--- config.mk ---
export PLATFORM = sky130hd
export DESIGN_NAME = regfile_mp
export DESIGN_NICKNAME = d
export VERILOG_FILES = /design/src/rtl/regfile_pkg.sv /design/src/rtl/regfile_init_seq.sv /design/src/rtl/regfile_mp.sv
export SDC_FILE = /design/constraint.sdc
export NUM_CORES = 2
export LEC_CHECK = 0
export ABC_AREA = 1
export CORE_UTILIZATION = 35
export CTS_BUF_LIST = sky130_fd_sc_hd__clkbuf_8
export DETAILED_ROUTE_END_ITERATION = 7
export GPL_TIMING_DRIVEN = 0
export HOLD_SLACK_MARGIN = 0.02
export SETUP_SLACK_MARGIN = 0.4
export SLEW_MARGIN = 20
export SYNTH_ARGS = -nofsm -noshare
export SYNTH_HDL_FRONTEND = slang
export SYNTH_SLANG_ARGS = --single-unit
--- constraint.sdc ---
create_clock -name clk -period 7.03 [get_ports clk]
set_clock_uncertainty 0.15 [all_clocks]
set_input_delay 1.406 -clock clk [delete_from_list [all_inputs] [get_ports clk]]
set_output_delay 1.406 -clock clk [all_outputs]
set_load 0.02 [all_outputs]
--- src/rtl/regfile_pkg.sv ---
// rtl/regfile_pkg.sv - shared types, constants and helpers for the multi-port register file
package regfile_pkg;

    typedef enum logic {
        ST_CLEAR = 1'b0,
        ST_READY = 1'b1
    } state_e;

    // Replicated to any data width as {DATA_WIDTH{ZERO_BIT}}
    localparam logic ZERO_BIT = 1'b0;

    function automatic int clog2(input int value);
        int result;
        result = 0;
        for (int i = 0; i < 31; i++) begin
            if ((1 << i) < value) begin
                result = i + 1;
            end
        end
        return result;
    endfunction

endpackage

--- src/rtl/regfile_init_seq.sv ---
// rtl/regfile_init_seq.sv - post-reset clear sequencer: walks every entry once, then reports ready
module regfile_init_seq
    import regfile_pkg::*;
#(
    parameter int REG_NUM = 32,
    parameter int AW      = clog2(REG_NUM)
) (
    input  logic          clk,
    input  logic          rst,
    output logic          clr_en,
    output logic [AW-1:0] clr_addr,
    output logic          init_done
);

    localparam logic [AW-1:0] LAST_ADDR = AW'(REG_NUM - 1);

    state_e        state;
    state_e        state_next;
    logic [AW-1:0] cnt;
    logic [AW-1:0] cnt_next;

    // State and clear-counter registers; reset restarts the walk from entry 0
    always_ff @(posedge clk) begin
        if (rst) begin
            state <= ST_CLEAR;
            cnt   <= '0;
        end else begin
            state <= state_next;
            cnt   <= cnt_next;
        end
    end

    // Next state: clear one entry per cycle, leave CLEAR after the last entry
    always_comb begin
        state_next = state;
        cnt_next   = cnt;
        clr_en     = 1'b0;
        init_done  = 1'b0;
        case (state)
            ST_CLEAR: begin
                clr_en = 1'b1;
                if (cnt == LAST_ADDR) begin
                    state_next = ST_READY;
                    cnt_next   = '0;
                end else begin
                    cnt_next = cnt + 1'b1;
                end
            end
            ST_READY: begin
                init_done = 1'b1;
            end
            default: begin
                state_next = ST_CLEAR;
                cnt_next   = '0;
            end
        endcase
    end

    assign clr_addr = cnt;

endmodule

--- src/rtl/regfile_mp.sv ---
// rtl/regfile_mp.sv - parametrised multi-port register file with bypass, zero entry and clear sequence
module regfile_mp
    import regfile_pkg::*;
#(
    parameter int DATA_WIDTH = 32,
    parameter int REG_NUM    = 32,
    parameter int NUM_RD     = 2,
    parameter int NUM_WR     = 1,
    parameter int BYPASS     = 1,
    parameter int ZERO_REG   = 1,
    parameter int AW         = clog2(REG_NUM)
) (
    input  logic                         clk,
    input  logic                         rst,
    input  logic [NUM_RD*AW-1:0]         rd_addr,
    output logic [NUM_RD*DATA_WIDTH-1:0] rd_data,
    input  logic [NUM_WR*AW-1:0]         wr_addr,
    input  logic [NUM_WR*DATA_WIDTH-1:0] wr_data,
    input  logic [NUM_WR-1:0]            wr_en,
    output logic                         init_done
);

    localparam logic [DATA_WIDTH-1:0] ZERO_DATA = {DATA_WIDTH{ZERO_BIT}};

    logic                  clr_en;
    logic [AW-1:0]         clr_addr;
    logic                  user_en;
    logic [DATA_WIDTH-1:0] mem     [REG_NUM];
    logic                  wr_hit  [REG_NUM];
    logic [DATA_WIDTH-1:0] wr_val  [REG_NUM];
    logic [DATA_WIDTH-1:0] rd_next [NUM_RD];
    logic [NUM_RD*DATA_WIDTH-1:0] rd_q;

    regfile_init_seq #(
        .REG_NUM (REG_NUM),
        .AW      (AW)
    ) u_init_seq (
        .clk       (clk),
        .rst       (rst),
        .clr_en    (clr_en),
        .clr_addr  (clr_addr),
        .init_done (init_done)
    );

    // User writes only land once the file is ready and not being reset
    assign user_en = init_done & ~rst;

    // Per-entry write resolve: later (higher-index) ports overwrite earlier ones,
    // so wr_val carries the collision winner; entry 0 is skipped when hardwired
    always_comb begin
        for (int e = 0; e < REG_NUM; e++) begin
            wr_hit[e] = 1'b0;
            wr_val[e] = ZERO_DATA;
            for (int j = 0; j < NUM_WR; j++) begin
                if (user_en && wr_en[j] && (wr_addr[j*AW +: AW] == AW'(e)) &&
                    !((ZERO_REG != 0) && (e == 0))) begin
                    wr_hit[e] = 1'b1;
                    wr_val[e] = wr_data[j*DATA_WIDTH +: DATA_WIDTH];
                end
            end
        end
    end

    // Storage update: the clear sequencer owns the array until ready
    always_ff @(posedge clk) begin
        for (int e = 0; e < REG_NUM; e++) begin
            if (clr_en && (clr_addr == AW'(e))) begin
                mem[e] <= ZERO_DATA;
            end else if (wr_hit[e]) begin
                mem[e] <= wr_val[e];
            end
        end
    end

    // Per-port read mux; out-of-range addresses match no entry and read 0.
    // Bypass reuses the resolved write so it never fires for entry 0 or out of range.
    always_comb begin
        for (int i = 0; i < NUM_RD; i++) begin
            rd_next[i] = ZERO_DATA;
            for (int e = 0; e < REG_NUM; e++) begin
                if (rd_addr[i*AW +: AW] == AW'(e)) begin
                    rd_next[i] = mem[e];
                    if ((BYPASS != 0) && wr_hit[e]) begin
                        rd_next[i] = wr_val[e];
                    end
                end
            end
            if ((ZERO_REG != 0) && (rd_addr[i*AW +: AW] == '0)) begin
                rd_next[i] = ZERO_DATA;
            end
        end
    end

    // Registered read data, forced to zero during reset and clearing
    always_ff @(posedge clk) begin
        if (rst || !init_done) begin
            rd_q <= '0;
        end else begin
            for (int i = 0; i < NUM_RD; i++) begin
                rd_q[i*DATA_WIDTH +: DATA_WIDTH] <= rd_next[i];
            end
        end
    end

    assign rd_data = rd_q;

endmodule

==> impl_metrics.tcl <==
set metrics [dict create \
    fmax_mhz 147 \
    grt_setup_unrepaired "false" \
    root_buffer "clkbuf_8" \
    period_share_pct 96.7 \
    yosys_warnings 0 \
    routed_wl_um 316000 \
    core_um2 174000 \
    num_io_pins 115 \
    grt_max_degree 33 \
    ys_types 24 \
    gp_congestion 1.05 \
    cp.required_ns 7.76 \
    critPathMaxFanout 10 \
    fillers 18100 \
    yosysSeqAreaShare_pct 51.0 \
    synth_area_leaders "edfxtp_1 (49%), nand2_1 (16%), nor2_1 (11%)" \
    start_util_pct 35.2 \
    hold_depth 2 \
    fin_crit_ns 6.80 \
    crit_chain "clkdlybuf4s50_1, nor2_1, nand3_1, clkbuf_1, nor2_1, nor2_1, nand4_1, nand2_1, nand4_1, nor2_1, nand4_1, nor2_1, nand4_1, nor2_1, nand4_1, nor2_1, nand4_1, nor2_1, nand3_1, nand2_1, inv_1" \
    grt-ovfl-total 0 \
    hold_start "u_init_seq.clr_addr[0]$_SDFFE_PP0N_" \
    area_growth_syn_to_layout_pct 15.3 \
    cp-end-kind "flop" \
    cp.arrival_ns 7.52 \
    grt_pass1_wl_um 430000 \
    worst_slew_pin_slew_ns 1.34 \
    ys_ff_latch 1062 \
    final_layout_size_suffix_gt1_share_pct 5.26 \
    io_buffers 112 \
    syn_area_per_cell_um2 7.38 \
    clk_latency_ns 0.99 \
    vias 64000 \
    synth_area_um2 61200 \
    initialDrtViolationCount 9626 \
    place_hpwl_um 240000 \
    cts_max_level 4 \
    slew_viol_final 0 \
    tns_ns 0 \
    r2r-start "u_init_seq.state$_SDFF_PP0_" \
    dr.pass1.iters 8 \
    yosysTopAreaCell "edfxtp_1" \
    fin_nets 8702 \
    die_w_um 420 \
    power_density_nw_per_um2 200 \
    slew_headroom_pct 10.5 \
    synth_top_area_share_pct 48.7 \
    cts_buffers 194 \
    clock_path_buffers 3 \
    final_cells 11100 \
    synth_cells 8289 \
    power.total_mw 14.1 \
    setup_violations 0 \
    worstHoldPathType "flop to flop" \
    grt_pass1_vias 58900 \
    antenna_found_initial 28 \
    leakage_nw 28.0 \
    cts.sinks 1062 \
    r2r_slack_ns 0.99 \
    vdd_drop_max_mv 0.201 \
    worst_hold_slack_ns 0.416 \
    violations "design-rule violations" \
    die-area_um2 176000 \
    outcome "finished with violations" \
    crit_top_cell "nor2_1" \
    final_common_cell "nand2_1" \
    min_to "u_init_seq.clr_addr[0]$_SDFFE_PP0N_" \
    post-route-drc-count 27 \
    cts_tree "built" \
    hold_violations 0 \
    die_h_um 420 \
    critPathSlowestCell "clkdlybuf4s50_1" \
    dp_cells 10800 \
    avgRoutedWirePerCell_um 28.3 \
    grt_usage_pct 34.8 \
    rr_worst_depth 25 \
    path_class "input port to flop" \
    synth_fp_nets 8345 \
    start_kind "input port" \
    avgViaCountPerCell 5.74 \
    r2r-end "rd_data[58]$_SDFF_PP0_" \
    cpPeakStageDelay_ns 0.89 \
    drv_cap 0 \
    clk_pin_slew_worst_paths_ns 0.07 \
    final_util_pct 40.6 \
    placementRows 153 \
    layout_common_cells "nand2_1 (2599), nor2_1 (1724), edfxtp_1 (992)" \
    ant_nets 0 \
]
## what timing repair did
item | 4_1_cts | 5_1_grt
hold buffers | 0 | 0
endpoints found under the setup margin | 0 | 14
gates resized for setup | 0 | 5
buffers inserted | 0 | 2
## registers in the layout (all words and copies together) (netlist names)
| signal | flops |
|---|---|
| u_init_seq.state | 1 |
| rd_data | 64 |
| mem | 992 |
| u_init_seq.clr_addr | 5 |
## stage by stage
step | setup slack (ns) | instance area [um^2]
3_3_place_gp | -0.457 | 65200
3_5_place_dp | -0.453 | 66600
4_1_cts | 0.571 | 70400
6_report | 0.235 | 70600
2_1_floorplan | 2.86 | 61200
5_1_grt | 0.411 | 70500
## worst max path at each step
stage                                to  cells past startpoint  startpoint  slack (ns)
2_1_floorplan  mem[1][32]$_SDFFCE_PN0P_                      7  wr_addr[1]        2.86
3_3_place_gp     rd_data[54]$_SDFF_PP0_                     25  wr_addr[1]       -0.46
3_5_place_dp     rd_data[15]$_SDFF_PP0_                     21  rd_addr[3]       -0.45
4_1_cts          rd_data[15]$_SDFF_PP0_                     21  rd_addr[3]        0.57
5_1_grt          rd_data[21]$_SDFF_PP0_                     22  rd_addr[3]        0.41
6_report         rd_data[58]$_SDFF_PP0_                     21  rd_addr[5]        0.23
## final cells by class
type / instances / area, um^2 / share of cell area (%)
diodes: 23 / 57.6 / 0.0816
repair buffers: 161 / 2150 / 3.04
inverters: 430 / 1610 / 2.29
flip-flops and latches: 1062 / 31200 / 44.2
plain buffers: 673 / 2640 / 3.74
well taps: 2325 / 2910 / 4.12
clock inverters: 142 / 1010 / 1.43
multi-input cells: 6124 / 26200 / 37.1
clock buffers: 206 / 2840 / 4.02
## cells by family (layout without fill, tap and decap cells)
family	Yosys count	in the layout	synth area share, %
AOI/OAI and AO/OA	1117	1117	9.15
other	0	23	0
adders and majority gates	6	6	0.123
DFF	1062	1062	51.0
buffers and inverters	1103	1612	6.85
and+or+nand+nor	5001	5001	32.9
## critical path, delay by kind of cell
family	cells	cell delay [ns]
and+or+nand+nor	18	4.50
buffers and inverters	3	1.60
## power breakdown
group / internal (mW) / switching, mW
registers: 6.85 / 0.0109
clock network: 3.19 / 2.99
logic: 0.167 / 0.928
## synthesized netlist by cell type, drive strengths merged
master  count
a21oi     228
buf        83
clkbuf    590
clkinv      1
dfxtp      70
edfxtp    992
ha          6
inv       429
nand2    2612
nand3     244
nand4     384
nor2     1735
nor3       23
nor3b       1
nor4        2
o21ai     886
o31ai       3
## metal layers
layer / global-route usage [%] / vias to the layer above / part of all wire (%)
met4: 24.7 / 12 / 8.0
met1: 41.3 / 30500 / 36
li1: - / 28000 / -
met2: 52.5 / 4424 / 43
met3: 12.1 / 1033 / 13
met5: 0.528 / - / 0.061
(Power assumes the default switching activity.)
